==> src/rtl/collision_pkg.sv <==
// -----------------------------------------------------------------------------
// collision_pkg
// Shared definitions for the smiley collision logic.
//   EDGE_LEFT/TOP/RIGHT/BOTTOM : bit positions inside a 4-bit edge code; the
//                                motion controller decodes HitEdgeCode with
//                                the same indices.
//   state_t                    : collision_detector FSM states.
// -----------------------------------------------------------------------------
package collision_pkg;

    localparam int EDGE_LEFT   = 3;
    localparam int EDGE_TOP    = 2;
    localparam int EDGE_RIGHT  = 1;
    localparam int EDGE_BOTTOM = 0;
    localparam int EDGE_W      = 4;

    typedef enum logic {
        ACCUM  = 1'b0,
        REPORT = 1'b1
    } state_t;

endpackage

==> src/rtl/collision_detector_edge_classifier.sv <==
// -----------------------------------------------------------------------------
// edge_classifier
// Pure combinational map from a pixel offset inside a sprite to the sprite
// edge band(s) that pixel lies in. Corner pixels set two bits, interior
// pixels set none.
// Ports:
//   offsetX [10:0] in  : column inside the sprite (0..SPRITE_W-1)
//   offsetY [10:0] in  : row inside the sprite (0..SPRITE_H-1)
//   edges   [3:0]  out : {left, top, right, bottom}
// -----------------------------------------------------------------------------
module edge_classifier
    import collision_pkg::*;
#(
    parameter int SPRITE_W    = 32,
    parameter int SPRITE_H    = 32,
    parameter int EDGE_MARGIN = 4
) (
    input  logic [10:0]       offsetX,
    input  logic [10:0]       offsetY,
    output logic [EDGE_W-1:0] edges
);

    localparam logic [10:0] LOW_LIM    = 11'(EDGE_MARGIN);
    localparam logic [10:0] RIGHT_LIM  = 11'(SPRITE_W - EDGE_MARGIN);
    localparam logic [10:0] BOTTOM_LIM = 11'(SPRITE_H - EDGE_MARGIN);

    always_comb begin
        edges              = '0;
        edges[EDGE_LEFT]   = (offsetX <  LOW_LIM);
        edges[EDGE_TOP]    = (offsetY <  LOW_LIM);
        edges[EDGE_RIGHT]  = (offsetX >= RIGHT_LIM);
        edges[EDGE_BOTTOM] = (offsetY >= BOTTOM_LIM);
    end

endmodule

==> src/rtl/collision_detector.sv <==
// -----------------------------------------------------------------------------
// collision_detector
// Accumulates smiley/border and smiley/flipper overlaps over one video frame
// and reports them at the next startOfFrame as single-cycle pulses, together
// with a held code of the smiley edges that touched a border.
//
// Optional build macro: COLLISION_HOLDOFF_EN
//   When defined, a border report arms a frame counter (HOLDOFF_FRAMES) that
//   suppresses border reports on the following frames. Flipper reports are
//   never suppressed.
//
// Ports:
//   clk, resetN                 : clock, asynchronous active-low reset
//   startOfFrame                : one-cycle pulse at frame start
//   pause                       : freezes detection (accumulators held clear)
//   smileyDR/bordersDR/flipperDR: per-pixel draw requests
//   offsetX, offsetY            : pixel position inside the smiley sprite
//   collisionSmileyBorders      : one-cycle pulse, border overlap last frame
//   collisionSmileyFlipper      : one-cycle pulse, flipper overlap last frame
//   HitEdgeCode                 : {left,top,right,bottom}, held until the
//                                 next border report
//
// Timing: pulses are registered at the startOfFrame edge, so they are high
// for exactly the REPORT cycle that follows startOfFrame.
// -----------------------------------------------------------------------------
module collision_detector
    import collision_pkg::*;
#(
    parameter int SPRITE_W       = 32,
    parameter int SPRITE_H       = 32,
    parameter int EDGE_MARGIN    = 4,
    parameter int HOLDOFF_FRAMES = 2
) (
    input  logic              clk,
    input  logic              resetN,
    input  logic              startOfFrame,
    input  logic              pause,
    input  logic              smileyDR,
    input  logic              bordersDR,
    input  logic              flipperDR,
    input  logic [10:0]       offsetX,
    input  logic [10:0]       offsetY,
    output logic              collisionSmileyBorders,
    output logic              collisionSmileyFlipper,
    output logic [EDGE_W-1:0] HitEdgeCode
);

    state_t            state;
    logic              accBorder;
    logic              accFlipper;
    logic [EDGE_W-1:0] accEdge;
    logic [EDGE_W-1:0] pixEdges;
    logic              borderHit;
    logic              flipperHit;
    logic              frameEnd;
    logic              suppress;
    logic              borderFire;

    edge_classifier #(
        .SPRITE_W    (SPRITE_W),
        .SPRITE_H    (SPRITE_H),
        .EDGE_MARGIN (EDGE_MARGIN)
    ) u_edge_classifier (
        .offsetX (offsetX),
        .offsetY (offsetY),
        .edges   (pixEdges)
    );

    assign borderHit  = smileyDR & bordersDR;
    assign flipperHit = smileyDR & flipperDR;
    // startOfFrame only closes a frame from ACCUM and while running.
    assign frameEnd   = (state == ACCUM) & startOfFrame & ~pause;

`ifdef COLLISION_HOLDOFF_EN
    logic [3:0] holdoffCnt;

    assign suppress = (holdoffCnt != 4'd0);

    // Decrement only on frame ends after the one that loaded the counter;
    // a pause freezes it because frameEnd cannot occur while paused.
    always_ff @(posedge clk or negedge resetN) begin
        if (!resetN) begin
            holdoffCnt <= 4'd0;
        end else if (frameEnd) begin
            if (holdoffCnt != 4'd0)
                holdoffCnt <= holdoffCnt - 4'd1;
            else if (accBorder)
                holdoffCnt <= 4'(HOLDOFF_FRAMES);
        end
    end
`else
    assign suppress = 1'b0;
`endif

    assign borderFire = accBorder & ~suppress;

    // FSM and registered outputs.
    always_ff @(posedge clk or negedge resetN) begin
        if (!resetN) begin
            state                  <= ACCUM;
            collisionSmileyBorders <= 1'b0;
            collisionSmileyFlipper <= 1'b0;
            HitEdgeCode            <= '0;
        end else begin
            collisionSmileyBorders <= 1'b0;
            collisionSmileyFlipper <= 1'b0;
            case (state)
                ACCUM: begin
                    if (frameEnd) begin
                        collisionSmileyBorders <= borderFire;
                        collisionSmileyFlipper <= accFlipper;
                        if (borderFire)
                            HitEdgeCode <= accEdge;
                        state <= REPORT;
                    end
                end
                REPORT: begin
                    state <= ACCUM;
                end
                default: begin
                    state <= ACCUM;
                end
            endcase
        end
    end

    // Frame accumulators. On a frame end the snapshot has already been taken
    // above, so the accumulators restart from the current pixel: an overlap
    // coincident with startOfFrame belongs to the new frame.
    always_ff @(posedge clk or negedge resetN) begin
        if (!resetN) begin
            accBorder  <= 1'b0;
            accFlipper <= 1'b0;
            accEdge    <= '0;
        end else if (pause) begin
            accBorder  <= 1'b0;
            accFlipper <= 1'b0;
            accEdge    <= '0;
        end else if (frameEnd) begin
            accBorder  <= borderHit;
            accFlipper <= flipperHit;
            accEdge    <= borderHit ? pixEdges : '0;
        end else begin
            if (borderHit) begin
                accBorder <= 1'b1;
                accEdge   <= accEdge | pixEdges;
            end
            if (flipperHit)
                accFlipper <= 1'b1;
        end
    end

endmodule

==> config.mk <==
export PLATFORM = sky130hd
export DESIGN_NAME = collision_detector
export DESIGN_NICKNAME = d
export VERILOG_FILES = /design/src/rtl/collision_pkg.sv /design/src/rtl/collision_detector_edge_classifier.sv /design/src/rtl/collision_detector.sv
export SDC_FILE = /design/constraint.sdc
export NUM_CORES = 1
export LEC_CHECK = 0
export CORE_MARGIN = 2
export CORE_UTILIZATION = 35
export CTS_CLUSTER_DIAMETER = 50
export CTS_CLUSTER_SIZE = 20
export DETAILED_ROUTE_END_ITERATION = 7
export HOLD_SLACK_MARGIN = 0.02
export PLACE_DENSITY = 0.84
export SYNTH_ARGS = -nofsm -noshare
export SYNTH_HDL_FRONTEND = slang
export SYNTH_HIERARCHICAL = 1
export SYNTH_SLANG_ARGS = --single-unit
==> constraint.sdc <==
create_clock -name clk -period 1.4 [get_ports clk]
set_input_delay 0.28 -clock clk [delete_from_list [all_inputs] [get_ports clk]]
set_output_delay 0.28 -clock clk [all_outputs]
set_load 0.01 [all_outputs]
==> flow_summary.yaml <==
run_status:
  status: "finished, final reports clean"
critical_path:
  cp_max_fo: 2
  start_kind: "input pin"
  critPathArrivalTime_ps: 1550
  slowest_stage: "or4_1"
  cp-end-kind: "flip-flop"
  critPathMaxStageDelay_ps: 420
  worstPathRequired_ps: 1570
  ff2ff_path_depth: 3
  worstSetupPathType: "in2reg"
  crit_buf_inv: 1
  cp_num_cells: 4
  rrSetupSlack_ps: 140
  crit_chain: "dlygate4sd2_1 -> or4_4 -> or4_1 -> a32o_1"
  crit_family: "simple AND/OR/NAND/NOR gates"
clock_network:
  cts.sinks: 13
  h-tree-depth: 1
  worstSkewPairLatency_ps: 270
  cts_tree: "built"
  cts-buffers-inserted: 3
  clockBufferDepth: 2
  root_buffer: "clkbuf_4"
  clk_pin_slew_ps: 80
final_layout:
  drive_gt1_share_pct: 28.2
  area_growth_pct: 58.2
  nets: 108
  diodes: 0
  fin_area_um2: 918
floorplan:
  num_rows: 14
  core-area_mm2: 0.00152
  dieArea_mm2: 0.00200
  initial_core_util_pct: 38.1
  io_pins: 35
  die_h_um: 44.7
  die_w_um: 44.7
logic_synthesis:
  ys_seq_area_share_pct: 56.0
  synth_cell_type_count: 18
  synth-seq-cells: 13
  syn_nets: 71
  syn_inst: 42
  synth.yosys.warnings: 6
  synth_area_per_cell_um2: 13.8
  syn-cell-area_um2: 581
placed_design:
  dp_slack_ps: -625
  gp_congestion: 0.668
  port_buffers: 30
  post_dp_cell_area_um2: 912
timing:
  maxSlewViolCount: 0
  fin_skew_ps: 3.42
  slew_headroom_pct: 80.2
  hold_slack_ps: 307
  min_period_over_period_pct: 98.9
  worstMarginPinSlew_ps: 298
  finalHoldViolations: 0
  worst_slack_ps: 15.8
  rsz0062_at_grt: "true"
  finalCriticalPeriod_ps: 1380
  setup_viol: 0
  fmax_ghz: 0.722
route:
  top_layer_used: "met4"
  first_iter_violations: 12
  routed_via_density: 5.31
  drtPass1Iterations: 4
  drt-total-wl_um: 1230
  routedWlPerCell_um: 13.1
  antenna_left: 0
  wl_met3_um: 99
  vias: 499
  drc: 0
  wl_met1_um: 497
  dr_wl_met2_um: 624
grt:
  grt_pass1_wl_um: 2020
  antenna_found_initial: 0
  grt_max_degree: 14
  gr-total-overflow: 0
  first_global_vias: 483
  grt_usage_pct: 14.0
pwr:
  ir_worst_vdd_uv: 468
  p_per_area_mw_per_mm2: 843
  leakagePower_nw: 0.461
min_path:
  min_path_type: "in2async"
job:
  drv_cap: 0
## per-layer routing
layer	up-vias	track usage, %
li1	240	-
met4	0	7.27
met3	2	2.40
met1	235	16.3
met5	-	0
met2	22	24.3
## cell usage in the layout, fill, tap and decap left out, types with 2 or more instances in the layout
master,n
dlygate4sd2_1,7
or4_1,2
clkdlybuf4s15_1,2
and3_1,2
mux2_4,4
buf_4,4
clkdlybuf4s50_1,14
clkbuf_4,3
a32o_1,5
clkbuf_2,2
dlymetal6s2s_1,2
or4_4,2
dfrtp_1,13
buf_2,3
nor4_1,2
or3_1,2
## repair_timing
item                       CTS  global route
setup buffers                1             0
gates resized for setup     23             5
hold buffers                 0             0
setup endpoints to repair    8             2
pin swaps                    6             1
## layout make-up
type                            count  area, µm²
Fill cell                         135        606
Sequential cell                    13        325
Timing Repair Buffer               34        302
Multi-Input combinational cell     26        240
Clock buffer                        3       22.5
Tap cell                           16       20.0
Clock inverter                      1       5.00
Inverter                            1       3.75
## per-stage QoR
stage / instances / power [W] / setup TNS [ps] / utilization (%)
after floorplan: 42 / 0.000460 / -365 / -
after global routing: 94 / 0.000810 / -29.1 / 60.3
after CTS: 94 / 0.000784 / 0 / 60.5
final: 94 / 0.000774 / 0 / 60.3
after global placement: 89 / 0.000566 / -2720 / 59.9
after detailed placement: 89 / 0.000571 / -2760 / 59.9
## sequential cells by signal, indices dropped and copies added, names as in the netlist
| signal | cells |
|---|---|
| accEdge | 4 |
| state | 1 |
| accBorder | 1 |
| accFlipper | 1 |
| collisionSmileyBorders | 1 |
| collisionSmileyFlipper | 1 |
| HitEdgeCode | 4 |
## cells in the mapped netlist (all sizes together)
cell type  instances  area, µm²
nor2               1       3.75
and3b              1       10.0
buf                1       7.51
nor4               2       12.5
a31o               1       8.76
nor3b              1       7.51
and2b              1       8.76
or3                2       12.5
nor4bb             1       10.0
mux2               4       60.1
nand2b             1       6.26
or4                4       37.5
inv                1       3.75
a32o               5       50.1
and3               2       12.5
dfrtp             13        325
clkbuf             1       3.75
## power by group
group          switching (W)  total [W]  leakage (nW)  internal [W]
Sequential        0.00000930   0.000404         0.177      0.000395
Clock               0.000124   0.000230        0.0177      0.000106
Combinational      0.0000470   0.000140         0.267     0.0000926
Total               0.000180   0.000774         0.461      0.000593
## final timing paths
kind | from | endpoint
setup / recovery | offsetX[6] | accEdge[1]$_DFFE_PN0P_
hold reg to reg | HitEdgeCode[1]$_DFFE_PN0P_ | HitEdgeCode[1]$_DFFE_PN0P_
hold / removal | resetN | HitEdgeCode[0]$_DFFE_PN0P_
max in group asynchronous | resetN | accEdge[0]$_DFFE_PN0P_
setup reg to reg | state$_DFF_PN0_ | HitEdgeCode[2]$_DFFE_PN0P_
min in group clk | offsetX[5] | accEdge[1]$_DFFE_PN0P_
## kinds of logic (layout without fill, tap and decap cells)
group	after synthesis	in the layout	synth area share, %
mux	4	4	10.3
compound gates	6	6	10.1
buf+inv	3	39	2.59
simple gates	16	16	20.9
flops	13	13	56.0
No activity file was read; power rests on OpenSTA's default activity.
